$ cat src/rtl/uart_rx_pkg.sv
// Shared types and constants for the UART receive path.
// Also usable by the transmit side.
package uart_rx_pkg;

    typedef enum logic [2:0] {
        ST_IDLE   = 3'd0,
        ST_START  = 3'd1,
        ST_DATA   = 3'd2,
        ST_PARITY = 3'd3,
        ST_STOP   = 3'd4
    } rx_state_e;

    localparam logic PAR_EVEN = 1'b0;
    localparam logic PAR_ODD  = 1'b1;

    localparam logic [5:0] PRESCALE_8  = 6'd8;
    localparam logic [5:0] PRESCALE_16 = 6'd16;
    localparam logic [5:0] PRESCALE_32 = 6'd32;

endpackage

$ cat src/rtl/edge_bit_counter.sv
// Oversample-edge and bit counters for one UART bit stream.
// clr has priority over en. bit_end flags the last oversample of a bit.
module edge_bit_counter (
    input  logic       clk,
    input  logic       rst_n,
    input  logic       en,
    input  logic       clr,
    input  logic [5:0] prescale,
    output logic [5:0] edge_cnt,
    output logic [3:0] bit_cnt,
    output logic       bit_end
);

    logic [5:0] edge_cnt_d, edge_cnt_q;
    logic [3:0] bit_cnt_d, bit_cnt_q;
    logic [5:0] edge_max;

    assign edge_max = prescale - 6'd1;

    always_comb begin
        edge_cnt_d = edge_cnt_q;
        bit_cnt_d  = bit_cnt_q;
        bit_end    = en && (edge_cnt_q == edge_max);
        if (clr) begin
            edge_cnt_d = '0;
            bit_cnt_d  = '0;
        end else if (en) begin
            if (edge_cnt_q == edge_max) begin
                edge_cnt_d = '0;
                bit_cnt_d  = bit_cnt_q + 4'd1;
            end else begin
                edge_cnt_d = edge_cnt_q + 6'd1;
            end
        end
    end

    always_ff @(posedge clk or negedge rst_n) begin
        if (!rst_n) begin
            edge_cnt_q <= '0;
            bit_cnt_q  <= '0;
        end else begin
            edge_cnt_q <= edge_cnt_d;
            bit_cnt_q  <= bit_cnt_d;
        end
    end

    assign edge_cnt = edge_cnt_q;
    assign bit_cnt  = bit_cnt_q;

endmodule

$ cat src/rtl/uart_rx_ctrl.sv
// UART receive controller: frame FSM, LSB-first deserializer, parity/stop checks.
// Drives the majority sampler and reports each good byte with a one-cycle data_valid.
module uart_rx_ctrl
    import uart_rx_pkg::*;
#(
    parameter int DATA_WIDTH = 8
) (
    input  logic                  CLK,
    input  logic                  RST,
    input  logic                  RX_IN,
    input  logic [5:0]            Prescale,
    input  logic                  PAR_EN,
    input  logic                  PAR_TYP,
    input  logic                  sampled_bit,
    output logic                  dat_samp_en,
    output logic [5:0]            edge_cnt,
    output logic [DATA_WIDTH-1:0] P_DATA,
    output logic                  data_valid,
    output logic                  par_err,
    output logic                  stp_err,
    output logic                  busy,
    output rx_state_e             dbg_state
);

    localparam logic [3:0] LAST_DATA_BIT = 4'(DATA_WIDTH);

    rx_state_e             state_d, state_q;
    logic [DATA_WIDTH-1:0] p_data_d, p_data_q;
    logic                  par_en_d, par_en_q;
    logic                  par_typ_d, par_typ_q;
    logic                  par_err_d, par_err_q;
    logic                  stp_err_d, stp_err_q;
    logic                  data_valid_d, data_valid_q;
    logic                  busy_d, busy_q;
    logic                  samp_en_d, samp_en_q;
    logic                  exp_par;

    logic       cnt_en, cnt_clr, bit_end;
    logic [3:0] bit_cnt;

    // Counter runs while framing and is held at zero on any cycle headed for IDLE,
    // so the edge entering START always starts from edge_cnt 0.
    assign cnt_en  = (state_q != ST_IDLE);
    assign cnt_clr = (state_d == ST_IDLE);

    edge_bit_counter u_cnt (
        .clk      (CLK),
        .rst_n    (RST),
        .en       (cnt_en),
        .clr      (cnt_clr),
        .prescale (Prescale),
        .edge_cnt (edge_cnt),
        .bit_cnt  (bit_cnt),
        .bit_end  (bit_end)
    );

    assign exp_par = (par_typ_q == PAR_ODD) ? ~^p_data_q : ^p_data_q;

    always_comb begin
        state_d      = state_q;
        p_data_d     = p_data_q;
        par_en_d     = par_en_q;
        par_typ_d    = par_typ_q;
        par_err_d    = par_err_q;
        stp_err_d    = stp_err_q;
        data_valid_d = 1'b0;
        case (state_q)
            ST_IDLE: begin
                if (!RX_IN) begin
                    state_d   = ST_START;
                    par_en_d  = PAR_EN;
                    par_typ_d = PAR_TYP;
                    par_err_d = 1'b0;
                    stp_err_d = 1'b0;
                end
            end
            ST_START: begin
                if (bit_end) begin
                    state_d = sampled_bit ? ST_IDLE : ST_DATA;
                end
            end
            ST_DATA: begin
                if (bit_end) begin
                    p_data_d = {sampled_bit, p_data_q[DATA_WIDTH-1:1]};
                    if (bit_cnt == LAST_DATA_BIT) begin
                        state_d = par_en_q ? ST_PARITY : ST_STOP;
                    end
                end
            end
            ST_PARITY: begin
                if (bit_end) begin
                    if (sampled_bit != exp_par) begin
                        par_err_d = 1'b1;
                    end
                    state_d = ST_STOP;
                end
            end
            ST_STOP: begin
                if (bit_end) begin
                    if (!sampled_bit) begin
                        stp_err_d = 1'b1;
                    end
                    if (sampled_bit && !stp_err_q && !par_err_q) begin
                        data_valid_d = 1'b1;
                    end
                    state_d = ST_IDLE;
                end
            end
            default: begin
                state_d = ST_IDLE;
            end
        endcase
        busy_d    = (state_d != ST_IDLE);
        samp_en_d = (state_d != ST_IDLE);
    end

    always_ff @(posedge CLK or negedge RST) begin
        if (!RST) begin
            state_q      <= ST_IDLE;
            p_data_q     <= '0;
            par_en_q     <= 1'b0;
            par_typ_q    <= PAR_EVEN;
            par_err_q    <= 1'b0;
            stp_err_q    <= 1'b0;
            data_valid_q <= 1'b0;
            busy_q       <= 1'b0;
            samp_en_q    <= 1'b0;
        end else begin
            state_q      <= state_d;
            p_data_q     <= p_data_d;
            par_en_q     <= par_en_d;
            par_typ_q    <= par_typ_d;
            par_err_q    <= par_err_d;
            stp_err_q    <= stp_err_d;
            data_valid_q <= data_valid_d;
            busy_q       <= busy_d;
            samp_en_q    <= samp_en_d;
        end
    end

    assign dat_samp_en = samp_en_q;
    assign P_DATA      = p_data_q;
    assign data_valid  = data_valid_q;
    assign par_err     = par_err_q;
    assign stp_err     = stp_err_q;
    assign busy        = busy_q;
    assign dbg_state   = state_q;

endmodule

$ cat config.mk
export PLATFORM = sky130hd
export DESIGN_NAME = uart_rx_ctrl
export DESIGN_NICKNAME = d
export VERILOG_FILES = /design/src/rtl/uart_rx_pkg.sv /design/src/rtl/edge_bit_counter.sv /design/src/rtl/uart_rx_ctrl.sv
export SDC_FILE = /design/constraint.sdc
export NUM_CORES = 1
export LEC_CHECK = 0
export ABC_AREA = 1
export CORE_ASPECT_RATIO = 2
export CORE_MARGIN = 5
export CORE_UTILIZATION = 47
export DETAILED_ROUTE_END_ITERATION = 8
export PLACE_DENSITY = 0.72
export SYNTH_ARGS = -nofsm -noshare
export SYNTH_HDL_FRONTEND = slang
export SYNTH_SLANG_ARGS = --single-unit
$ cat constraint.sdc
create_clock -name CLK -period 2.1 [get_ports CLK]
set_input_delay 0.42 -clock CLK [delete_from_list [all_inputs] [get_ports CLK]]
set_output_delay 0.42 -clock CLK [all_outputs]
set_load 0.01 [all_outputs]
==> impl_metrics.ini <==
[status]
outcome = completed

[yosys]
synth_edf_count = 0
syn-instance-count = 223
yosysWarnings = 0
async_flop_share = 1.00
synth_top_cell_by_area = dfrtp_1
syn_nets = 239
synth_seq_area_share = 0.381
avgSynthCellArea_um2 = 7.94
synth_cell_types = 26
synth_area_leaders = dfrtp_1, nand2_1, inv_1
ys_ff_latch = 27
synth.top_cell.area_share = 0.381
ys.flop_type = dfrtp_1
netlist_area_um2 = 1770

[timing]
fmax_mhz = 511
worst_pin_slew_ns = 0.472
hold_ws_ns = 0.510
setup_viol = 0
max_slew_margin = 0.683
finalCriticalPeriod_ns = 1.96
drv_slew = 0
skew_ns = 0.00181
fin_crit_sh = 0.931
hold_viol_final = 0
rsz0062_at_grt = false

[floorplan]
ioPinCount = 34
core_um2 = 3650
die-area_um2 = 5170
rows = 31
die_h_um = 96.8
die_width_um = 53.4
start_util = 0.486

[routing]
wl_per_cell_um = 13.1
via_per_inst = 4.95
vias = 1628
wl_um = 4330
drt-pass1-iter-count = 4
drc = 0
drt_iter0_markers = 15
postRouteAntennaNets = 0

[power_and_ir_drop]
seqPwrFrac = 0.348
p_sw_uw = 848
vdd_drop_max_uv = 692
p_int_mw = 1.27
power_leakage_nw = 1.22
combPwrFrac = 0.514
power.density_nw_per_um2 = 853
swShare = 0.400
clockPowerShare = 0.138

[critical_path]
crit_type = in -> reg
worstPathArrival_ns = 2.12
startpoint_type = input port
required_ns = 2.27
end_kind = register
path_max_fanout = 6

[global_routing]
antenna_found_initial = 0
grt_use_total = 0.178
grt_pass1_vias = 1632
grt_max_degree = 28
grt_overflow_total = 0
grtUsageMet3 = 0.0154
use_met2 = 0.341
met1_usage = 0.184
top_usage_layer = met2
grt_pass1_wl_um = 7000

[placement]
place_inst = 320
portBuffers = 33
dp_hpwl_um = 3340
gp_congestion = 0.816

[layout]
fillerInstances = 334
layoutNonFillerInstCount = 329
drive_gt1_frac = 0.286
num_antenna_cells = 0
final_cell_mix = nand2_1, clkdlybuf4s50_1, dfrtp_1, inv_1, buf_4
area_growth_pct = 40.3
register_area_um2 = 676
fin_nets = 297
multi_input_comb_area_um2 = 1020
layout_commonest_cell = nand2_1

[clock_tree]
clkTransAtPathRegs_ns = 0.09
cts_tree = done
ctsHoldBuffers = 0
worstSkewPairLatency_ns = 0.27
clk_path_buf_depth = 2
cts_root_buffer = clkbuf_8
clock_sinks = 27
cts_buffers = 3
cts-htree-levels = 1

[hold_path]
hp-class = in -> async

[job]
maxCapViolCount = 0
-- metrics by stage --
step | util | instance area (um^2) | power [mW] | setup WS, ns | TNS (ns)
after floorplan | - | 1770 | 1.34 | 0.0291 | 0
final | 0.682 | 2480 | 2.12 | 0.144 | 0
after global placement | 0.629 | 2290 | 1.69 | -0.484 | -10.23
after CTS | 0.649 | 2370 | 2.02 | 0.0245 | 0
after global routing | 0.682 | 2480 | 2.28 | 0.00351 | 0
after detailed placement | 0.629 | 2290 | 1.71 | -0.554 | -11.54
-- cell families (layout without fill, tap and decap cells) --
family | after synthesis | after routing | share of synthesized area
mux | 1 | 1 | 0.00636
simple gates | 113 | 113 | 0.321
xor+xnor | 16 | 16 | 0.0791
buf+inv | 39 | 96 | 0.0932
fa+ha+maj | 4 | 4 | 0.0282
flops | 27 | 27 | 0.381
compound gates | 23 | 23 | 0.0904
-- worst max-delay path, stage by stage --
cell and delay (ns):
dlygate4sd2_1 0.29, inv_2 0.10, nand2_2 0.06, nand2_1 0.05, nand2_1 0.05, nand2_2 0.08, nand2_2 0.07, nor2_4 0.14
nand3_4 0.13, buf_6 0.14, nand2_2 0.05, nand2_2 0.06, a21oi_4 0.21, clkbuf_16 0.21, a21oi_2 0.05
-- worst paths after layout --
kind,slack [ns],end,start,cells after the start
max,0.14,u_cnt.edge_cnt[1],Prescale[2],15
min,0.51,dat_samp_en,RST,2
max reg2reg,0.16,u_cnt.edge_cnt[1],u_cnt.edge_cnt[1],11
min reg2reg,0.53,data_valid,stp_err,3
max in group asynchronous,1.33,data_valid,RST,2
min in group CLK,0.53,data_valid,stp_err,3
-- synthesized netlist by cell type, types with 2 or more instances --
cell / count
a21oi_2: 9
inv_2: 5
buf_6: 2
nand2_1: 58
inv_1: 31
nand3_2: 3
o21ai_0: 8
nor2_4: 3
xor2_1: 9
dfrtp_1: 27
xnor2_1: 7
nand4_1: 3
a21oi_1: 5
nor2_2: 2
nand2_2: 11
ha_1: 4
nor2_1: 11
nor3_1: 4
nand3_1: 14
-- registers in the layout, summed over array words and instances, names as in the netlist --
register and flops:
P_DATA 8, par_en_q 1, par_typ_q 1, par_err 1, data_valid 1, dbg_state 3, u_cnt.edge_cnt 6, stp_err 1
u_cnt.bit_cnt 4, dat_samp_en 1
-- power groups by stage --
| stage | combinational [mW] | sequential, mW | clock [mW] |
|---|---|---|---|
| after global placement | 0.953 | 0.733 | 0 |
| after floorplan | 0.595 | 0.746 | 0 |
| final | 1.09 | 0.737 | 0.293 |
| after CTS | 0.992 | 0.728 | 0.302 |
| after global routing | 1.20 | 0.751 | 0.324 |
| after detailed placement | 0.973 | 0.736 | 0 |
-- per-layer routing --
metal,share of wire,up-vias
met5,0,-
met4,0.019,0
met3,0.023,8
met2,0.61,33
met1,0.35,773
li1,-,814
-- final cells by class --
cell class / count / share of cell area
clock buffer: 3 / 0.0166
clock inverter: 1 / 0.00201
inverter: 36 / 0.0544
multi-input combinational: 157 / 0.409
sequential: 27 / 0.272
tap: 49 / 0.0247
timing repair buffer: 56 / 0.222
-- what timing repair did --
action / 4_1_cts / 5_1_grt
pin swaps: 5 / 10
gates resized for setup: 9 / 23
setup buffers: 1 / 4
setup endpoints to repair: 23 / 20
gates cloned: 0 / 1
(Power assumes the default switching activity.)
